===== config.mk =====
export PLATFORM = sky130hd
export DESIGN_NAME = fetch_stage
export DESIGN_NICKNAME = d
export VERILOG_FILES = /design/src/rtl/fetch_stage.sv
export SDC_FILE = /design/constraint.sdc
export NUM_CORES = 1
export LEC_CHECK = 0
export ABC_CLOCK_PERIOD_IN_PS = 3350
export CAP_MARGIN = 20
export CELL_PAD_IN_SITES_DETAIL_PLACEMENT = 0
export CELL_PAD_IN_SITES_GLOBAL_PLACEMENT = 2
export CORE_MARGIN = 5
export CORE_UTILIZATION = 30
export DETAILED_ROUTE_END_ITERATION = 6
export GPL_ROUTABILITY_DRIVEN = 0
export PLACE_DENSITY = 0.95
export SLEW_MARGIN = 20
export SYNTH_ARGS = -nofsm -noshare
export SYNTH_HDL_FRONTEND = slang
export SYNTH_SLANG_ARGS = --single-unit

===== constraint.sdc =====
create_clock -name i_clk -period 3.35 [get_ports i_clk]
set_input_delay 0.67 -clock i_clk [delete_from_list [all_inputs] [get_ports i_clk]]
set_output_delay 0.67 -clock i_clk [all_outputs]
set_load 0.1 [all_outputs]

===== src/rtl/fetch_stage.sv =====
// Instruction fetch stage: PC, single-outstanding imem request, valid/ready hand-off to decode.
// Optional misaligned-redirect trap: define FETCH_MISALIGN_CHK_EN.
//
// state | meaning
// IDLE  | after reset, first request not yet issued
// FETCH | request outstanding on req_addr, response will be kept
// HOLD  | instruction (or misalign trap) presented to decode
// DROP  | redirected while a request was in flight; drain and discard it
// HALT  | parked after a misaligned trap was consumed; waits for redirect
module fetch_stage #(
  parameter logic [31:0] RESET_PC  = 32'h0000_0000,
  parameter logic [31:0] NOP_INSTR = 32'h0000_0013
) (
  input  logic        i_clk,
  input  logic        i_rst,
  output logic        o_imem_req,
  output logic [31:0] o_imem_addr,
  input  logic        i_imem_ack,
  input  logic [31:0] i_imem_rdata,
  input  logic        i_redirect,
  input  logic [31:0] i_redirect_pc,
  output logic        o_valid,
  input  logic        i_ready,
  output logic [31:0] o_instr,
  output logic [31:0] o_pc,
  output logic        o_fetch_err
);

  typedef enum logic [2:0] {IDLE, FETCH, HOLD, DROP, HALT} state_t;

  state_t      state, state_nxt;
  logic [31:0] pc, pc_nxt;
  logic [31:0] req_addr, req_addr_nxt;
  logic [31:0] instr_q, instr_nxt;
  logic [31:0] pc_q, pc_q_nxt;
  logic        err_q, err_nxt;
  logic [31:0] tgt;
  logic        launch;
  logic [31:0] launch_pc;
  logic        launch_bad;

`ifdef FETCH_MISALIGN_CHK_EN
  assign tgt        = i_redirect_pc;
  assign launch_bad = |launch_pc[1:0];
`else
  logic unused_redirect_lsb;
  assign tgt                 = {i_redirect_pc[31:2], 2'b00};
  assign launch_bad          = 1'b0;
  assign unused_redirect_lsb = ^i_redirect_pc[1:0];
`endif

  // "launch" = start a new fetch at launch_pc (or trap it if misaligned).
  always_comb begin
    state_nxt    = state;
    pc_nxt       = pc;
    req_addr_nxt = req_addr;
    instr_nxt    = instr_q;
    pc_q_nxt     = pc_q;
    err_nxt      = err_q;
    launch       = 1'b0;
    launch_pc    = pc;

    case (state)
      IDLE: begin
        launch    = 1'b1;
        launch_pc = i_redirect ? tgt : pc;
      end
      FETCH: begin
        if (i_redirect) begin
          if (i_imem_ack) begin
            launch    = 1'b1;
            launch_pc = tgt;
          end else begin
            pc_nxt    = tgt;
            state_nxt = DROP;
          end
        end else if (i_imem_ack) begin
          instr_nxt = i_imem_rdata;
          pc_q_nxt  = req_addr;
          pc_nxt    = req_addr + 32'd4;
          state_nxt = HOLD;
        end
      end
      DROP: begin
        if (i_imem_ack) begin
          launch    = 1'b1;
          launch_pc = i_redirect ? tgt : pc;
        end else if (i_redirect) begin
          pc_nxt = tgt;
        end
      end
      HOLD: begin
        if (i_redirect) begin
          launch    = 1'b1;
          launch_pc = tgt;
        end else if (i_ready) begin
          if (err_q) begin
            state_nxt = HALT;
          end else begin
            launch    = 1'b1;
            launch_pc = pc;
          end
        end
      end
      HALT: begin
        if (i_redirect) begin
          launch    = 1'b1;
          launch_pc = tgt;
        end
      end
      default: state_nxt = IDLE;
    endcase

    if (launch) begin
      pc_nxt = launch_pc;
      if (launch_bad) begin
        state_nxt = HOLD;
        instr_nxt = NOP_INSTR;
        pc_q_nxt  = launch_pc;
        err_nxt   = 1'b1;
      end else begin
        state_nxt    = FETCH;
        req_addr_nxt = launch_pc;
        err_nxt      = 1'b0;
      end
    end
  end

  always_ff @(posedge i_clk) begin
    if (i_rst) begin
      state    <= IDLE;
      pc       <= RESET_PC;
      req_addr <= RESET_PC;
      pc_q     <= RESET_PC;
      instr_q  <= NOP_INSTR;
      err_q    <= 1'b0;
    end else begin
      state    <= state_nxt;
      pc       <= pc_nxt;
      req_addr <= req_addr_nxt;
      pc_q     <= pc_q_nxt;
      instr_q  <= instr_nxt;
      err_q    <= err_nxt;
    end
  end

  assign o_imem_req  = (state == FETCH) || (state == DROP);
  assign o_imem_addr = req_addr;
  assign o_valid     = (state == HOLD);
  assign o_instr     = instr_q;
  assign o_pc        = pc_q;
  assign o_fetch_err = err_q;

endmodule


# Word-level counts from Yosys, hierarchy flattened

Index checks and enable logic that the tools add are counted.

Register bits: 131
Output and inout port bits: 99
Word-level logic and storage cells: 58

Add/subtract/negate cells: 1
Equal/unequal tests: 15
Muxes and demuxes: 22
Bitwise logic cells: 3
Reductions and logical operators: 11

Operators by type and width:

| kind                                                                     | count |
|---|---|
| 32-bit two-way mux                                                       | 9 |
| 32-bit case mux with 3 select lines                                      | 1 |
| 32-bit case mux with 2 select lines                                      | 1 |
| 32-bit by 3-bit adder with 32-bit output (second input constant)         | 1 |
| 6-bit AND reduction                                                      | 2 |
| 3-bit two-way mux                                                        | 3 |
| 3-bit inequality test (second input constant)                            | 3 |
| 4-bit inequality test (second input constant)                            | 2 |
| 3-bit by 2-bit equality test with 1-bit output (second input constant)   | 2 |
| 1-bit two-way mux                                                        | 6 |
| 2-bit by 1-bit inequality test with 1-bit output (second input constant) | 3 |
| 3-bit case mux with 2 select lines                                       | 1 |
| 3-bit OR reduction                                                       | 2 |
| 1-bit case mux with 5 select lines                                       | 1 |
| 4-bit AND reduction                                                      | 1 |
| 4-bit OR reduction                                                       | 1 |
| 3-bit by 1-bit equality test with 1-bit output (second input constant)   | 1 |
| 3-bit equality test (second input constant)                              | 1 |
| 3-bit logical NOT                                                        | 1 |
| 3-bit by 1-bit inequality test with 1-bit output (second input constant) | 1 |
| 3-bit by 2-bit inequality test with 1-bit output (second input constant) | 1 |
| 1-bit inverter                                                           | 3 |
| 3-bit AND reduction                                                      | 1 |
| 3-bit nonzero test                                                       | 1 |
| other kinds (3)                                                          | 3 |

# Depth between registers and ports, before layout

Gate-level depths: netlist (run 1).

Depth in word-level cells: 5
Gate-level depth with buffers: 9
Gate-level depth less buffers: 7

# Worst setup path before layout (run 1)

No wires, ideal clock.

Path kind: reg2reg
Start: register req_addr[2] (netlist: o_imem_addr[2])
End: register pc[28]
Data arrival time: 2812 ps
Data required time: 3222 ps
Slack: 410 ps
Stages on the path, launching flop included: 8
Path through: dfxtp_1 > ha_1 > nand3_1 > or4_1 > clkbuf_1 > o31a_1 > o211ai_1 > a21oi_1

Cells in the longest elaborated chain, start to end: 5

RTL lines:

| item                                     | line | source |
|---|---|---|
| from (decl)                              | 33   | `logic [31:0] req_addr, req_addr_nxt;` |
| from (signal assigned)                   | 140  | `req_addr <= req_addr_nxt;` |
| 32-bit by 3-bit adder with 32-bit output | 80   | `pc_nxt = req_addr + 32'd4;` |
| 32-bit two-way mux                       | 77   | `end else if (i_imem_ack) begin` |
| 32-bit two-way mux                       | 69   | `if (i_redirect) begin` |
| 32-bit case mux with 2 select lines      | 63   | `case (state)` |
| 32-bit two-way mux                       | 114  | `if (launch) begin` |
| to (signal assigned)                     | 139  | `pc <= pc_nxt;` |
| to (decl)                                | 32   | `logic [31:0] pc, pc_nxt;` |

Every way passes these cells. The select of a mux whose other input is x is not followed.
A chain may end at the register's enable or synchronous reset.

# Final worst setup path (run 1)

Start: register state[1]
End: register pc[17]

Cells in the longest elaborated chain, start to end: 4
Elaborated cells on any way between the ends: 15
Classes of those cells: 7 x eq/ne; 4 x mux; 4 x reduce/logical

RTL lines:

| item                                                                     | line | source |
|---|---|---|
| from (decl)                                                              | 31   | `state_t state, state_nxt;` |
| from (signal assigned)                                                   | 138  | `state <= state_nxt;` |
| 3-bit equality test, or another cell as far along                        | 63   |  |
| 1-bit case mux with 5 select lines or 3-bit OR reduction (tied branches) | --   |  |
| 4-bit inequality test (no line), or another cell as far along            | --   |  |
| 4-bit AND reduction (no line) or 32-bit two-way mux (tied branches)      | --   |  |

Parallel ways exist; a longest one is shown, timed or not.

==> results of run 1 <==
## routing by layer
layer / GRT usage / share of wire / vias up
met4: 0.0534 / 0.018 / 0
met5: 0 / 0 / -
met2: 0.281 / 0.45 / 209
met1: 0.229 / 0.45 / 3102
met3: 0.0593 / 0.080 / 26
li1: - / - / 3179
## layout make-up
class                   instances  area, µm²  share of cell area
clock inverters                12        106              0.0123
repair buffers                195       1710               0.197
flip-flops and latches        130       2600               0.300
clock buffers                  20        467              0.0539
well taps                     275        344              0.0397
inverters                      13       48.8             0.00563
multi-input cells             580       3390               0.391
## through the flow
| stage | cells | cell area (µm²) | total power [W] |
|---|---|---|---|
| 6_report | 1225 | 8660 | 0.00832 |
| 5_1_grt | 1225 | 8660 | 0.00879 |
| 4_1_cts | 1225 | 8660 | 0.00836 |
| 3_5_place_dp | 1193 | 8090 | 0.00653 |
| 3_3_place_gp | 1193 | 8090 | 0.00650 |
| 2_1_floorplan | 793 | 6290 | 0.00523 |
## synthesized netlist by cell type, types with 6 or more instances
library cell	number
nand4_1	12
dfxtp_1	130
o31a_1	9
xnor2_1	7
o211ai_1	9
ha_1	6
nor4_1	12
a22oi_1	26
a2111oi_0	6
o21ai_0	11
and3_1	7
nor3_1	13
nand3_1	22
nand2_1	156
a21oi_1	100
a221oi_1	13
nand2b_1	6
inv_1	12
o21a_1	15
a21o_1	13
a311oi_1	8
clkbuf_1	57
buf_1	7
nor2_1	43
## state kept, by name, indices dropped and copies added, names as in the netlist
register	cells
pc	32
o_imem_addr	32
state	2
o_pc	32
o_instr	32
## critical path, delay by kind of cell (launching register included)
kind                       cells  cell delay [ns]
and+or+nand+nor                2             0.89
AOI/OAI and AO/OA              2             0.56
DFF                            1             0.39
adders and majority gates      1             0.36
buffers and inverters          2             0.32
## kinds of logic (layout without fill, tap and decap cells)
family                   after synthesis  after routing
adder cells (fa/ha/maj)                6              6
flip-flops                           130            130
XOR/XNOR                              12             12
multiplexers                           3              3
AO/OA/AOI/OAI                        264            264
AND/OR/NAND/NOR                      294            294
other                                  1              1
buffers and inverters                 83            240
## power groups by stage
stage | Combinational, W | Sequential [W] | Clock (W)
after floorplan | 0.00184 | 0.00339 | 0
after global placement | 0.00423 | 0.00227 | 0
after detailed placement | 0.00424 | 0.00228 | 0
after CTS | 0.00426 | 0.00225 | 0.00185
after global routing | 0.00455 | 0.00231 | 0.00193
final | 0.00426 | 0.00226 | 0.00180
## worst paths after layout
path	start	endpoint	slack (ns)	cells past startpoint
min	o_instr[8]$_SDFFE_PP0P_	o_instr[8]$_SDFFE_PP0P_	0.45	2
max reg2reg	state[1]$_SDFFE_PP0P_	pc[17]$_SDFFE_PP0P_	0.70	7
min reg2reg	o_instr[8]$_SDFFE_PP0P_	o_instr[8]$_SDFFE_PP0P_	0.45	2
max	state[1]$_SDFFE_PP0P_	pc[17]$_SDFFE_PP0P_	0.70	7
==> metrics.cfg, run 1 <==
[logic_synthesis]
yosys_warnings=0
muxShareOfSynthArea=0.00478
ys_seq_area_frac=0.414
synth-edff-count=0
synthesis.nets=868
yosysTopAreaCellShare=0.414
synthCells=793
synth_top_family_by_area=compound AO/OA/AOI/OAI gates
synth_area_um2=6290
synth_area_leaders=dfxtp_1, nand2_1, a21oi_1
synthArstFlopShare=0
ys_types=64
synth_fa_ha_area_frac=0.0119
ys.flop_type=dfxtp_1
synth-xor-area-share=0.0167
synth_top_area_cell=dfxtp_1
ys_seq_elements=130
synth-compound-area-share=0.289
synth_simple_gate_area_frac=0.212
syn_area_per_cell_um2=7.93

[timing]
fmax_mhz=378
finalWorstSetupSlack_ns=0.702
timing.final.crit_share=0.790
drv_slew=0
setup_violations=0
tightestPinTransition_ns=0.971
rsz0062_at_grt=no
period_minus_slack_ns=2.65
slew_headroom=0.351
fin_skew_ns=0.00695
setup_tns_ns=0
holdWs_ns=0.453
hold_violations=0

[floorplan]
rows=53
core_um2=20800
fp.dieH_um=155
io-pin-count=168
start_util=0.302
die_w_um=155
die-area_um2=24000

[cells_and_area]
layout.nets=1012
mostFrequentLayoutCells=nand2_1, dfxtp_1, buf_4
area_growth_pct=37.8
final_common_cell=nand2_1
n_antenna_cell=0
fill_cells=2167
final_core_util=0.416
drive_above_1_share=0.183

[power_and_ir_drop]
power_frac_seq=0.271
power.switching_w=0.00403
power.density_nw_per_um2=960
power_frac_clock=0.216
power_leakage_nw=3.29
p_comb_frac=0.512
p_int_w=0.00428
switching_share=0.485
vdd_ir_drop_max_mv=0.404

[cts]
cts.htree.levels=4
cts_hold_buf=0
cts_buffer_depth=2
root_buffer=clkbuf_16
cts_resized=0
clock-sinks=130
cts_setup_buffers=0
cts_made_buffers=17
cts_tree=yes
clkTransAtPathRegs_ns=0.06
clkLatencyLatePin_ns=0.42

[setup_path]
critPathKind=reg -> reg
crit_path_end_kind=flop
path_max_fanout=23
crit_path_top_delay_cell=nor4_2
slowest_delay_ns=0.70
cp_data_required_time_ns=3.64
arrival_ns=2.94
critPathLaunchType=flop
crit_chain=inv_1 -> ha_1 -> nor4_2 -> nor2_4 -> buf_12 -> a2111oi_0 -> a211oi_1

[global_route]
grt_pass1_vias=6310
overflow=0
grt_usage=0.177
antenna_found_initial=0
grt_max_degree=45
grt_pass1_wl_mm=34.2

[place]
pre_cts_slack_ns=0.334
dp_hpwl_mm=14.9
portBuffers=164

[drt]
drtAntennaViolNets=0
wire_per_inst_um=17.6
drcViolationCount=0
via_count=6516
firstDrtPassIters=5
drt_iter0_drc=378
wl_mm=21.6
via_per_inst=5.32

[job]
cap_violations=0

[outcome]
status=complete, no violations

[hold_path]
hold_class=reg -> reg

Note: power is estimated with default switching activity, not from simulation.
==> run 2: changes to the inputs <==
ABC_CLOCK_PERIOD_IN_PS = 2400   (was 3350)
CORE_UTILIZATION = 25   (was 30)
PLACE_DENSITY = 0.87   (was 0.95)
clock period = 2.4 ns   (was 3.35 ns; I/O delays follow)
==> metrics.cfg, run 2 (synthesis gave the netlist of run 1 again) <==
[drt]
drcViolationCount=0  ; unchanged
drtAntennaViolNets=0  ; unchanged
drt_iter0_drc=406  ; +7.4%
via_per_inst=5.03  ; -5.4%
wire_per_inst_um=17.3  ; -1.6%
firstDrtPassIters=5  ; unchanged
via_count=6725  ; +3.2%
wl_mm=23.2  ; +7.3%

[timing]
drv_slew=0  ; unchanged
timing.final.crit_share=0.949
hold_violations=0  ; unchanged
period_minus_slack_ns=2.28
rsz0062_at_grt=no
finalWorstSetupSlack_ns=0.121  ; -0.581 ns
fmax_mhz=439
fin_skew_ns=0.0129  ; +0.00595 ns
setup_violations=0  ; unchanged

[hold_path]
min_to=state[0]$_SDFFE_PP0P_
hold_depth=2  ; unchanged
hp-start=i_rst
hold_class=in -> reg

[power_and_ir_drop]
power_leakage_nw=3.57  ; +8.5%
power.density_nw_per_um2=1310  ; +37%
vdd_ir_drop_max_mv=0.609  ; +51%

[setup_path]
slowest_delay_ns=0.42  ; -0.28 ns
critPathKind=reg -> out
cp_data_required_time_ns=1.92  ; -1.72 ns
crit_path_end_kind=primary output
crit_family=buffers and inverters
reg2reg_depth=8  ; +1
arrival_ns=1.80  ; -1.14 ns
critPathBufInv=3  ; +1
crit_chain=inv_1 -> ha_2 -> buf_4 -> or2_4 -> buf_12
r2r_slack_ns=0.14  ; -0.56 ns
critPathLaunchType=flop
path_max_fanout=10  ; -57%
crit_path_top_delay_cell=dfxtp_1
r2r-start=state[1]$_SDFFE_PP0P_
reg2reg_to=pc[3]$_SDFFE_PP0P_

[floorplan]
core_um2=25000  ; +20%
start_util=0.252  ; -0.0501
die-area_um2=28400  ; +19%
fp.dieH_um=169  ; +8.9%
die_w_um=169  ; +8.9%
rows=58  ; +9.4%
io-pin-count=168  ; unchanged

[cts]
cts_tree=yes
clkLatencyLatePin_ns=0.42  ; about the same
cts_resized=0  ; unchanged
clkTransAtPathRegs_ns=0.05  ; about the same
cts_made_buffers=17  ; unchanged
cts_hold_buf=0  ; unchanged
cts_buffer_depth=2  ; unchanged
root_buffer=clkbuf_16
cts.htree.levels=4  ; unchanged
clock-sinks=130  ; unchanged
cts_setup_buffers=0  ; unchanged

[cells_and_area]
area.sequential_um2=2650  ; +1.8%
final_common_cell=buf_4
n_antenna_cell=0  ; unchanged
final_core_util=0.368  ; -0.0477
layout.nets=1068  ; +5.5%
multiInputGateArea_um2=3410  ; +0.55%
fin_area_um2=9200  ; +6.1%
area_growth_pct=46.3
drive_above_1_share=0.252  ; +0.0693
mostFrequentLayoutCells=buf_4, nand2_1, dfxtp_1
fill_cells=2634  ; +22%

[global_route]
grt_usage=0.159  ; -0.0178
overflow=0  ; unchanged
antenna_found_initial=0  ; unchanged
grt_pass1_wl_mm=36.5  ; +6.8%
grt_max_degree=48  ; +6.7%
grt_pass1_vias=6517  ; +3.3%

[job]
cap_violations=0  ; unchanged

[place]
pre_cts_slack_ns=-0.245  ; -0.578 ns
place_area_um2=8630  ; +6.7%
portBuffers=164  ; unchanged
dp_hpwl_mm=16.6  ; +12%

[outcome]
status=complete, no violations

[run 2: changes by cell type in the layout (fill, tap and decap cells not counted), moves of 2 or more]
cell	change
buf_4	+59
clkinv_4	+2
dfxtp_2	+10
clkbuf_8	-3
ha_1	-2
dfxtp_4	+9
clkdlybuf4s50_1	-3
dfxtp_1	-19
[run 2: area by class of cell]
class	instances	share of cell area
inverters	13	0.00531
repair buffers	251	0.231
clock inverters	15	0.0144
well taps	330	0.0449
multi-input cells	580	0.370
clock buffers	17	0.0463
flip-flops and latches	130	0.288
[run 2: worst reg2reg max path: stages (launching register included)]
cell and delay, ns:
dfxtp_1 0.36, ha_1 0.22, or3b_2 0.48, and3_1 0.25, buf_4 0.15, nor2_1 0.21
buf_12 0.19, a221oi_1 0.08, a311oi_1 0.25
[run 2: stage by stage]
step	total power [W]	setup TNS [ns]	hold slack (ns)	std cells
6_report	0.0121	0	0.444	1336
5_1_grt	0.0128	0	0.458	1336
4_1_cts	0.0121	0	0.431	1336
3_5_place_dp	0.00961	-6.45	0.447	1304
3_3_place_gp	0.00958	-5.81	0.442	1304
2_1_floorplan	0.00736	0	0.448	793
[run 2: power by group]
part | switching (W) | leakage, nW | internal (W)
registers | 0.000478 | 1.07 | 0.00266
clock network | 0.00105 | 0.278 | 0.00143
logic | 0.00427 | 2.22 | 0.00218
[run 2: routing by layer]
metal  track usage  vias to the layer above  wire [µm]
met3        0.0523                       17       1830
met4        0.0374                        0        263
met2         0.255                      226      10500
met5             0                        -          0
met1         0.209                     3181      10600
li1              -                     3301          -
[run 2: worst max path at each step]
stage	from	to	slack [ns]	cells after the start
2_1_floorplan	o_imem_addr[12]$_SDFFE_PP0P_	pc[23]$_SDFFE_PP0P_	0.002	6
3_3_place_gp	i_imem_ack	pc[9]$_SDFFE_PP0P_	-0.20	8
3_5_place_dp	i_imem_ack	pc[5]$_SDFFE_PP0P_	-0.24	8
4_1_cts	state[1]$_SDFFE_PP0P_	o_imem_req	0.04	5
5_1_grt	state[1]$_SDFFE_PP0P_	pc[12]$_SDFFE_PP0P_	0.006	9
6_report	state[1]$_SDFFE_PP0P_	o_imem_req	0.12	5
